--- src/rtl/echo_indication_serializer.sv ---
// rtl/echo_indication_serializer.sv - buffers ind_echo indications and emits header+payload host messages
// Optional: define ECHO_IND_SEQ_EN to carry an 8-bit message sequence number in header [15:8].
module echo_indication_serializer #(
  parameter int          DEPTH     = 4,
  parameter logic [15:0] METHOD_ID = 16'h0000
) (
  input  logic        CLK,
  input  logic        nRST,
  output logic        ind_echo__RDY,
  input  logic        ind_echo__ENA,
  input  logic [31:0] ind_echo_v,
  input  logic        msg__RDY,
  output logic        msg__ENA,
  output logic [31:0] msg_v,
  output logic        msg_last
);

  localparam int AW = $clog2(DEPTH);

  typedef enum logic [1:0] {S_IDLE, S_HDR, S_PAY} state_t;

  state_t        state_q, state_d;
  logic [31:0]   mem_q [DEPTH];
  logic [AW-1:0] wr_ptr_q, wr_ptr_d;
  logic [AW-1:0] rd_ptr_q, rd_ptr_d;
  logic [AW:0]   count_q, count_d;
  logic          enq, pop;
  logic [7:0]    seq_field;

  assign ind_echo__RDY = (count_q != (AW+1)'(DEPTH)) && nRST;
  assign enq = ind_echo__ENA && ind_echo__RDY;
  assign pop = (state_q == S_PAY) && msg__RDY;

`ifdef ECHO_IND_SEQ_EN
  logic [7:0] seq_q;
  always_ff @(posedge CLK) begin
    if (!nRST)    seq_q <= 8'h00;
    else if (pop) seq_q <= seq_q + 8'h01;
  end
  assign seq_field = seq_q;
`else
  assign seq_field = 8'h00;
`endif

  always_comb begin
    wr_ptr_d = wr_ptr_q;
    rd_ptr_d = rd_ptr_q;
    count_d  = count_q;
    if (enq) wr_ptr_d = wr_ptr_q + AW'(1);
    if (pop) rd_ptr_d = rd_ptr_q + AW'(1);
    count_d = count_q + (AW+1)'(enq) - (AW+1)'(pop);
  end

  // Leaving PAY looks at post-pop occupancy including a same-cycle enqueue,
  // so back-to-back messages run without an idle cycle.
  always_comb begin
    state_d  = state_q;
    msg__ENA = 1'b0;
    msg_v    = 32'h0;
    msg_last = 1'b0;
    case (state_q)
      S_IDLE: begin
        if (count_q != '0) state_d = S_HDR;
      end
      S_HDR: begin
        msg__ENA = 1'b1;
        msg_v    = {METHOD_ID, seq_field, 8'd2};
        if (msg__RDY) state_d = S_PAY;
      end
      S_PAY: begin
        msg__ENA = 1'b1;
        msg_v    = mem_q[rd_ptr_q];
        msg_last = 1'b1;
        if (msg__RDY) state_d = (count_d != '0) ? S_HDR : S_IDLE;
      end
      default: state_d = S_IDLE;
    endcase
  end

  always_ff @(posedge CLK) begin
    if (!nRST) begin
      state_q  <= S_IDLE;
      wr_ptr_q <= '0;
      rd_ptr_q <= '0;
      count_q  <= '0;
    end else begin
      state_q  <= state_d;
      wr_ptr_q <= wr_ptr_d;
      rd_ptr_q <= rd_ptr_d;
      count_q  <= count_d;
    end
  end

  always_ff @(posedge CLK) begin
    if (enq) mem_q[wr_ptr_q] <= ind_echo_v;
  end

endmodule

--- config.mk ---
export PLATFORM = sky130hd
export DESIGN_NAME = echo_indication_serializer
export DESIGN_NICKNAME = d
export VERILOG_FILES = /design/src/rtl/echo_indication_serializer.sv
export SDC_FILE = /design/constraint.sdc
export NUM_CORES = 1
export LEC_CHECK = 0
export CAP_MARGIN = 20
export CORE_ASPECT_RATIO = 1.25
export CORE_UTILIZATION = 51
export DETAILED_ROUTE_END_ITERATION = 16
export PLACE_DENSITY = 0.79
export SLEW_MARGIN = 15
export SYNTH_ARGS = -nofsm -noshare
export SYNTH_HDL_FRONTEND = slang
export SYNTH_SLANG_ARGS = --single-unit
--- constraint.sdc ---
create_clock -name CLK -period 3.5 [get_ports CLK]
set_input_delay 0.7 -clock CLK [delete_from_list [all_inputs] [get_ports CLK]]
set_output_delay 0.7 -clock CLK [all_outputs]
set_load 0.05 [all_outputs]
==> metrics.csv, run 1 <==
metric,value,unit
Commonest cells post-synth,"128 x edfxtp_1, 31 x and3_1, 30 x mux4_2",
CP Launch Type,flop,
"Async S/R FF share, synth",0,%
largest net degree at the start of global routing,33,
die width,95.40,um
crit end category,primary output,
post-CTS setup repair buffer count,0,
core area,0.01062,sq mm
first-pass GRT wire length,15720,um
largest family of logic cells by synthesized area,multiplexers,
CTS tree,yes,
Max Buffers Root-to-Sink,2,
row count,42,
gr ovfl total,0,
Detailed Route Iter0 Violations,157,
skew final,5.443,ps
status,completed,
CP max stage delay,900,ps
Placer Congestion,0.7413,
Tightest Hold Check Type,reg -> reg,
Post-Syn Nets,323,
count of flip-flops with a built-in enable after synthesis,128,
largest cells by area after synthesis,"edfxtp_1 69%, mux4_2 12%, dfxtp_1 4.0%",
Slew HR,44.16,%
1st-pass router iterations,5,
simple-gate area share of the yosys netlist,5.714,%
worst skew pair latency,410,ps
share of the synthesized area in the top cell type,69.11,%
Synth Area in XOR/XNOR,0.7424,%
Antenna Cells,0,
post-cts sizing count,0,
Port Buffers,70,
# clock sinks,139,
yosys warns,0,
Place WS,450.5,ps
layout cells sized above 1,27.60,%
routed len/inst,20.35,um
post-DP HPWL,6028,um
Peak VDD IR,435.3,uV
Initial Util,52.39,%
die area,0.01133,sq mm
leak pwr,0.002462,uW
number of global-route vias before repair,2944,
"Req. time, crit path",2800,ps
Setup Crit Path Kind,reg -> out,
Compound-Gate Fraction of Synth Area,1.417,%
#FFs+latches synth,139,
CP max FO,15,
endpoints failing hold,0,
Synth-to-Final Area Change,23.67,%
Final min period,3101,ps
residual DRC count,0,
Design Power,4658,uW
vias per cell,5.685,
Final period util,88.60,%
RSZ-0062 raised after global routing,no,
worst setup margin,398.9,ps
Adder-Cell Fraction of Synth Area,2.835,%
# nets final,407,
pwr dens,677.2,mW/mm^2
setup_tns,0,ps
total wire length,10130,um
Die Ht,118.8,um
Worst path slowest cell,clkdlybuf4s50_1,
CP cell instances,inv_1 > ha_1 > clkdlybuf4s50_1,
Worst EP arrival,2400,ps
number of top-level pins,71,
CTS root buffer,clkbuf_16,
CTS Hold Bufs,0,
post-synthesis mux area share,13.45,%
Clock Pin Slew Worst Setup and Hold Paths,50,ps
total track usage,19.81,%
ys flop type,edfxtp_1,
Avg Inst Size Synth,20.22,sq um
Antenna Violating Nets Remaining,0,
Syn Inst Count,275,
Mapped Area,0.005562,sq mm
sequential share of the synthesized area,73.07,%
Cell variety after synth,32,
Worst-Margin Slew,837.6,ps
vias post-DR,2831,
# setup viols final,0,
initial antenna violation count,0,
htree depth,4,
Final Max Slew Viols,0,
Max Cap Viol,0,
dominant cell by count in the synthesized netlist,edfxtp_1,
cell taking the most area after synthesis,edfxtp_1,
TritonCTS Buffers,17,
Peak Freq,322.5,MHz
[registers in the layout, summed over array words and instances (netlist names), named ones only]
| signal | flops |
|---|---|
| wr_ptr_q | 2 |
| mem_q | 128 |
| count_q | 3 |
| rd_ptr_q | 2 |
| state_q | 2 |
[power by group]
group	leakage, uW	switching (uW)	internal (uW)
Sequential	0.00125	59.2	1950
Combinational	0.000957	646	408
Clock	0.000252	580	1010
Total	0.00246	1280	3370
[area by class of cell]
type / instances / area [sq um]
Multi-Input combinational cell: 111 / 1349
Clock buffer: 20 / 436.7
Tap cell: 132 / 165.2
Fill cell: 728 / 3737
Sequential cell: 139 / 4066
Timing Repair Buffer: 80 / 745.7
Inverter: 10 / 37.54
Clock inverter: 6 / 77.57
[path summary, 6_finish.rpt]
| kind | end | cells after the start | slack [ps] | start |
|---|---|---|---|---|
| setup reg to reg | state_q[0]$_SDFFE_PN0P_ | 12 | 950 | state_q[0]$_SDFFE_PN0P_ |
| hold reg to reg | wr_ptr_q[1]$_SDFFE_PN0P_ | 2 | 500 | wr_ptr_q[1]$_SDFFE_PN0P_ |
| setup / recovery | msg__ENA | 3 | 400 | state_q[0]$_SDFFE_PN0P_ |
| hold / removal | wr_ptr_q[1]$_SDFFE_PN0P_ | 2 | 500 | wr_ptr_q[1]$_SDFFE_PN0P_ |
[worst max-delay path, delay by kind of cell, from the launching register on]
kind | cells | cell delay (ps)
adders and majority gates | 1 | 600
buffers and inverters | 2 | 990
DFF | 1 | 400
[placed cells by master (no fill, tap or decap), types with 2 or more instances in the layout]
cell and count:
clkinv_1 2, clkinv_2 2, buf_12 4, xnor2_1 2, and3_1 31, ha_1 11
nor2b_1 3, mux2i_1 2, bufinv_16 2, nand2_1 4, clkdlybuf4s50_1 38, and2_2 4
mux4_2 30, dfxtp_1 9, edfxtp_1 128, mux4_1 2, clkbuf_16 17, dfxtp_2 2
nand3_1 3, buf_4 38, inv_1 10, and2_1 4, clkbuf_1 3
[per-layer routing]
metal  GRT usage (%)  wire length, um  part of all wire, %
met2           32.37             5354                   53
met3           5.727              505                  5.0
met1           24.48             4042                   40
met4           8.302              231                  2.3
met5               0                0                    0
[per-stage QoR]
| stage | cell area [sq um] | hold WS [ps] | util, % | std cells |
|---|---|---|---|---|
| after floorplan | 5562 | 467.7 | - | 275 |
| after global placement | 6364 | 494.8 | 59.95 | 472 |
| after detailed placement | 6364 | 496.7 | 59.95 | 472 |
| after CTS | 6878 | 503.8 | 64.79 | 498 |
| after global routing | 6878 | 547.6 | 64.79 | 498 |
| final | 6878 | 500.9 | 64.79 | 498 |
[logic make-up after synthesis]
group / count (synthesis)
and+or+nand+nor: 52
xor gates and xnor gates: 3
adders and majority gates: 12
buffers and inverters: 25
DFF: 139
AOI/OAI and AO/OA: 10
muxes: 34
(Power assumes the default switching activity.)
==> run 2: changes to the inputs <==
Settings changed: ABC_AREA set to 1, DONT_BUFFER_PORTS set to 1, PLACE_DENSITY 0.79 to 0.71.
==> run 2 against run 1 <==
Non-clock buffer count shrank 36. Clock power is 3% higher. Register-to-register slack lost 20 ps. Clock skew rose by 0.95 ps. Sequential share of layout area up 3.1 points. Sequential power hardly changed. Die area grew 0.82%. Clock-buffer cell count stayed put. Area after synthesis grew 0.83%. Cell count grew 29%.
==> metrics.csv, run 2 <==
metric,value,unit
largest cells by area after synthesis,"edfxtp_1 69%, nor2_1 9.0%, o21ai_1 4.5%",
core area,0.01067,sq mm
die width,95.79,um
routed len/inst,17.02,um
"Req. time, crit path",2800,ps
count of flip-flops with a built-in enable after synthesis,128,
Final Max Slew Viols,0,
Cell variety after synth,22,
htree depth,4,
Syn Inst Count,460,
register area,0.004065,sq mm
Placer Congestion,0.7479,
endpoints failing hold,0,
Detailed Route Iter0 Violations,199,
Mapped Area,0.005608,sq mm
total track usage,20.95,%
"Async S/R FF share, synth",0,%
Worst-Margin Slew,674.7,ps
row count,42,
1st-pass router iterations,4,
Slew HR,55.02,%
Peak VDD IR,402.8,uV
cell taking the most area after synthesis,edfxtp_1,
gr ovfl total,0,
met2 wire len,5944,um
Initial Util,52.57,%
dominant cell by count in the synthesized netlist,nor2_1,
total wire length,10960,um
Max Cap Viol,0,
Peak Freq,323.2,MHz
layout cells sized above 1,15.04,%
most frequent CP cell,buf_4,
"leading cell type in the layout, fill and taps excluded",nor2_1,
first-pass GRT wire length,17080,um
TritonCTS Buffers,17,
Final min period,3095,ps
Top reg by flops,mem_q,
met3 wire len,698,um
post-CTS setup repair buffer count,0,
top cell family by delay on the critical path,adder cells,
Port Buffers,0,
Antenna Violating Nets Remaining,0,
Post-Syn Nets,508,
Final period util,88.41,%
CTS tree,yes,
worst skew pair latency,410,ps
Worst path slowest cell,ha_1,
largest net degree at the start of global routing,65,
CP max FO,14,
CP max stage delay,610,ps
CTS Hold Bufs,0,
yosys warns,0,
die area,0.01142,sq mm
vias per cell,5.413,
setup_tns,0,ps
initial antenna violation count,0,
Avg Inst Size Synth,12.19,sq um
number of top-level pins,71,
Synth-to-Final Area Change,16.44,%
# nets final,548,
Commonest cells post-synth,"134 x nor2_1, 128 x edfxtp_1, 50 x o21ai_1",
status,completed,
max reg flops,128,
"commonest cells after routing, fill and taps aside","130 x nor2_1, 128 x edfxtp_1, 50 x o21ai_1, 44 x buf_4, 38 x a21oi_1",
Clock Pin Slew Worst Setup and Hold Paths,50,ps
CP cell instances,inv_1 > ha_1 > nand2_1 > buf_4 > a21oi_1 > buf_4,
Die Ht,119.2,um
# clock sinks,139,
crit end category,primary output,
Antenna Cells,0,
CTS root buffer,clkbuf_16,
area of the multi-input gates,0.001339,sq mm
sequential share of the synthesized area,72.47,%
#FFs+latches synth,139,
vias post-DR,3486,
# setup viols final,0,
top flop regs,"mem_q x128, count_q x3",
CP Launch Type,flop,
share of the synthesized area in the top cell type,68.54,%
Worst EP arrival,2390,ps
RSZ-0062 raised after global routing,no,
post-DP HPWL,6757,um
Setup Crit Path Kind,reg -> out,
number of global-route vias before repair,3505,
residual DRC count,0,
fillers,823,
Max Buffers Root-to-Sink,2,
leak pwr,0.002386,uW
Finished Core Util,61.21,%
Tightest Hold Check Type,in -> reg,
ys flop type,edfxtp_1,
post-cts sizing count,0,
WP buf/inv,3,
skew final,6.396,ps
Top Metal Used,met4,
pwr dens,675.2,mW/mm^2
routed length on met1,4119,um
-- run 2: cell count changes in the layout (fill, tap and decap cells not counted), moves of 6 or more --
| cell | before | now |
|---|---|---|
| nor2_1 | 0 | 130 |
| o21ai_1 | 0 | 50 |
| clkdlybuf4s50_1 | 38 | 0 |
| and3_1 | 31 | 0 |
| o21ai_0 | 1 | 20 |
| a21oi_1 | 1 | 38 |
| nand2_1 | 4 | 11 |
| buf_4 | 38 | 44 |
| mux4_2 | 30 | 0 |
| inv_1 | 10 | 23 |
-- run 2: worst paths after layout --
| kind | startpoint | to | slack [ps] | cells past startpoint |
|---|---|---|---|---|
| setup / recovery | state_q[0]$_SDFFE_PN0P_ | msg_v[21] | 410 | 6 |
| hold / removal | ind_echo_v[13] | mem_q[0][13]$_DFFE_PP_ | 380 | 0 |
| setup reg to reg | count_q[1]$_SDFF_PN0_ | state_q[0]$_SDFFE_PN0P_ | 930 | 15 |
| hold reg to reg | rd_ptr_q[0]$_SDFFE_PN0P_ | flop | 490 | 1 |
-- run 2: cells by family (layout without fill, tap and decap cells) --
family                     after synthesis  count (layout)  synth area share (%)
and+or+nand+nor                        150             150                 10.20
xor gates and xnor gates                 1               1                0.1562
buffers and inverters                   47              99                 4.194
DFF                                    139             139                 72.47
adders and majority gates               12              12                 2.811
AOI/OAI and AO/OA                      111             111                 10.17
-- run 2: layout make-up --
type                    instances  area share [%]
flip-flops and latches        139           62.25
clock buffers                  20           6.687
well taps                     132           2.529
clock inverters                11           1.590
repair buffers                 44           5.058
inverters                      24           1.380
multi-input cells             274           20.50
-- run 2: worst register-to-register path, delay by kind of cell (launching register included) --
kind | cells | cell delay [ps]
compound gates | 2 | 420
fa+ha+maj | 3 | 940
buf+inv | 3 | 150
flops | 1 | 420
simple gates | 7 | 530
-- run 2: metal layers --
| metal | vias to the layer above | track usage, % |
|---|---|---|
| met5 | - | 0 |
| met4 | 0 | 8.209 |
| met3 | 19 | 7.152 |
| met2 | 103 | 37.05 |
| met1 | 1686 | 22.47 |
| li1 | 1678 | - |
-- run 2: through the flow --
stage	area, sq um	hold slack (ps)	power (uW)	cells	setup WS, ps
final	6530	383.6	4409	644	405.5
after global routing	6530	357.8	4595	644	308.2
after CTS	6530	367.4	4440	644	396.2
after detailed placement	5989	468.7	2812	613	664.7
after global placement	5989	457.7	2786	613	746.9
after floorplan	5608	443.5	2625	460	398.9
-- run 2: power breakdown --
part	switching (uW)	internal, uW
clock network	599	1030
logic	584	222
registers	46.3	1930
total	1230	3180
==> run 3: changes to the inputs <==
Settings changed: ABC_AREA 1 to 0, CAP_MARGIN 20 to unset, RECOVER_POWER set to 50.
==> run 3 against run 2 <==
The flow now finishes with violations (max-capacitance violations, max-slew violations). Clock power up 11%. Sequential share of layout area increased by 2.4 points. Power rose by 6.2%. Sequential power increased by 3%. Non-clock buffer count decreased by 37. Fmax is essentially flat. Setup slack worse by 0.77 ps. Combinational power is 4.7% higher. Flip-flop and latch count did not move. Critical path depth down 2. Via count fell by 27%. Hold slack improved by 2.0 ps. Critical path type unchanged. Critical endpoint is now msg_v[5]. Largest power group unchanged.
==> metrics.csv, run 3 (synthesized netlist as in run 1, its figures left out) <==
metric,value,unit
status,finished with violations,
failing checks,"max-capacitance violations, max-slew violations",
largest net degree at the start of global routing,38,
core area,0.01062,sq mm
routed len/inst,22.48,um
Antenna Cells,0,
residual DRC count,0,
Worst EP arrival,2400,ps
first-pass GRT wire length,14640,um
skew final,6.408,ps
Top reg by flops,mem_q,
RSZ-0062 raised after global routing,no,
"Req. time, crit path",2800,ps
CP startpoint,state_q[0]$_SDFFE_PN0P_,
CP max FO,37,
Final period util,88.44,%
Antenna Violating Nets Remaining,0,
# clock sinks,139,
Slew HR,-13.72,%
Worst-Margin Slew,1706,ps
TritonCTS Buffers,17,
Max Buffers Root-to-Sink,2,
post-CTS setup repair buffer count,0,
Finished Cell Area,0.006286,sq mm
placed inst area,0.005685,sq mm
pwr dens,744.7,mW/mm^2
Final Max Slew Viols,33,
number of global-route vias before repair,2713,
row count,42,
post-cts sizing count,0,
1st-pass router iterations,4,
top flop regs,"mem_q x128, count_q x3",
Detailed Route Iter0 Violations,121,
Place WS,864.3,ps
number of top-level pins,71,
# setup viols final,0,
CTS Hold Bufs,0,
Final min period,3095,ps
Critical R2R Capture,mem_q[0][16]$_DFFE_PP_,
# nets final,334,
Max Cap Viol,1,
Worst Hold Slack,385.6,ps
Tightest Hold Check Type,in -> reg,
CTS tree,yes,
worst skew pair latency,410,ps
total track usage,18.85,%
CTS root buffer,clkbuf_16,
layout cells sized above 1,24.08,%
htree depth,4,
Peak VDD IR,405.8,uV
max reg flops,128,
fillers,772,
die width,95.40,um
reg2reg path depth,2,
vias per cell,5.868,
setup_tns,0,ps
Worst Setup EP,msg_v[5],
"leading cell type in the layout, fill and taps excluded",edfxtp_1,
"reg-to-reg slack, setup",930,ps
Peak Freq,323.1,MHz
Initial Util,52.39,%
vias post-DR,2529,
Clock Pin Slew Worst Setup and Hold Paths,60,ps
gr ovfl total,0,
Synth-to-Final Area Change,13.03,%
total wire length,9691,um
endpoints failing hold,0,
reg2reg start,count_q[1]$_SDFF_PN0_,
crit end category,primary output,
die area,0.01133,sq mm
"commonest cells after routing, fill and taps aside","128 x edfxtp_1, 31 x and3_1, 30 x mux4_2, 17 x clkbuf_16, 11 x ha_1",
CP Launch Type,flop,
worst setup margin,404.7,ps
Die Ht,118.8,um
Placer Congestion,0.6894,
leak pwr,0.002149,uW
Setup Crit Path Kind,reg -> out,
initial antenna violation count,0,
Design Power,4681,uW
post-DP HPWL,5638,um
Port Buffers,0,
-- run 3: how the worst min path moves through the flow --
stage                             start                  endpoint  slack [ps]  cells past startpoint
2_1_floorplan  wr_ptr_q[1]$_SDFFE_PN0P_  wr_ptr_q[1]$_SDFFE_PN0P_         470                      2
3_3_place_gp   wr_ptr_q[1]$_SDFFE_PN0P_  wr_ptr_q[1]$_SDFFE_PN0P_         480                      2
3_5_place_dp   wr_ptr_q[1]$_SDFFE_PN0P_  wr_ptr_q[1]$_SDFFE_PN0P_         500                      2
4_1_cts                  ind_echo_v[12]    mem_q[1][12]$_DFFE_PP_         370                      0
5_1_grt                  ind_echo_v[15]    mem_q[0][15]$_DFFE_PP_         370                      0
6_report                 ind_echo_v[13]    mem_q[2][13]$_DFFE_PP_         390                      0
-- run 3: per-layer routing --
layer  track usage, %  up-vias  part of all wire [%]
li1                 -     1130                     -
met1            22.54     1309                    40
met2            30.13       74                    52
met3            6.757       16                   6.0
met4            8.862        0                   2.3
met5                0        -                     0
-- run 3: per-stage QoR --
step | instances | util (%)
2_1_floorplan | 275 | -
3_3_place_gp | 399 | 53.56
3_5_place_dp | 399 | 53.56
4_1_cts | 431 | 59.28
5_1_grt | 431 | 59.22
6_report | 431 | 59.22
-- run 3: where the power goes --
part           switching, uW  internal, uW  total, uW
clock network            630          1180       1810
logic                    576           267        844
registers               73.5          1950       2030
-- run 3: cell type report --
type                       instances  area [sq um]  area share [%]
clock buffer                      18         429.2           6.827
inverter                          10         37.54          0.5971
tap                              132         165.2           2.627
timing repair buffer               7         62.56          0.9952
multi-input combinational        111          1348           21.44
clock inverter                    14         177.7           2.826
sequential                       139          4066           64.69
-- run 3: critical path, cell delays in order, from the launching register on --
cell and delay (ps):
dfxtp_1 350, inv_1 90, ha_1 160, clkbuf_2 730, and3_1 650
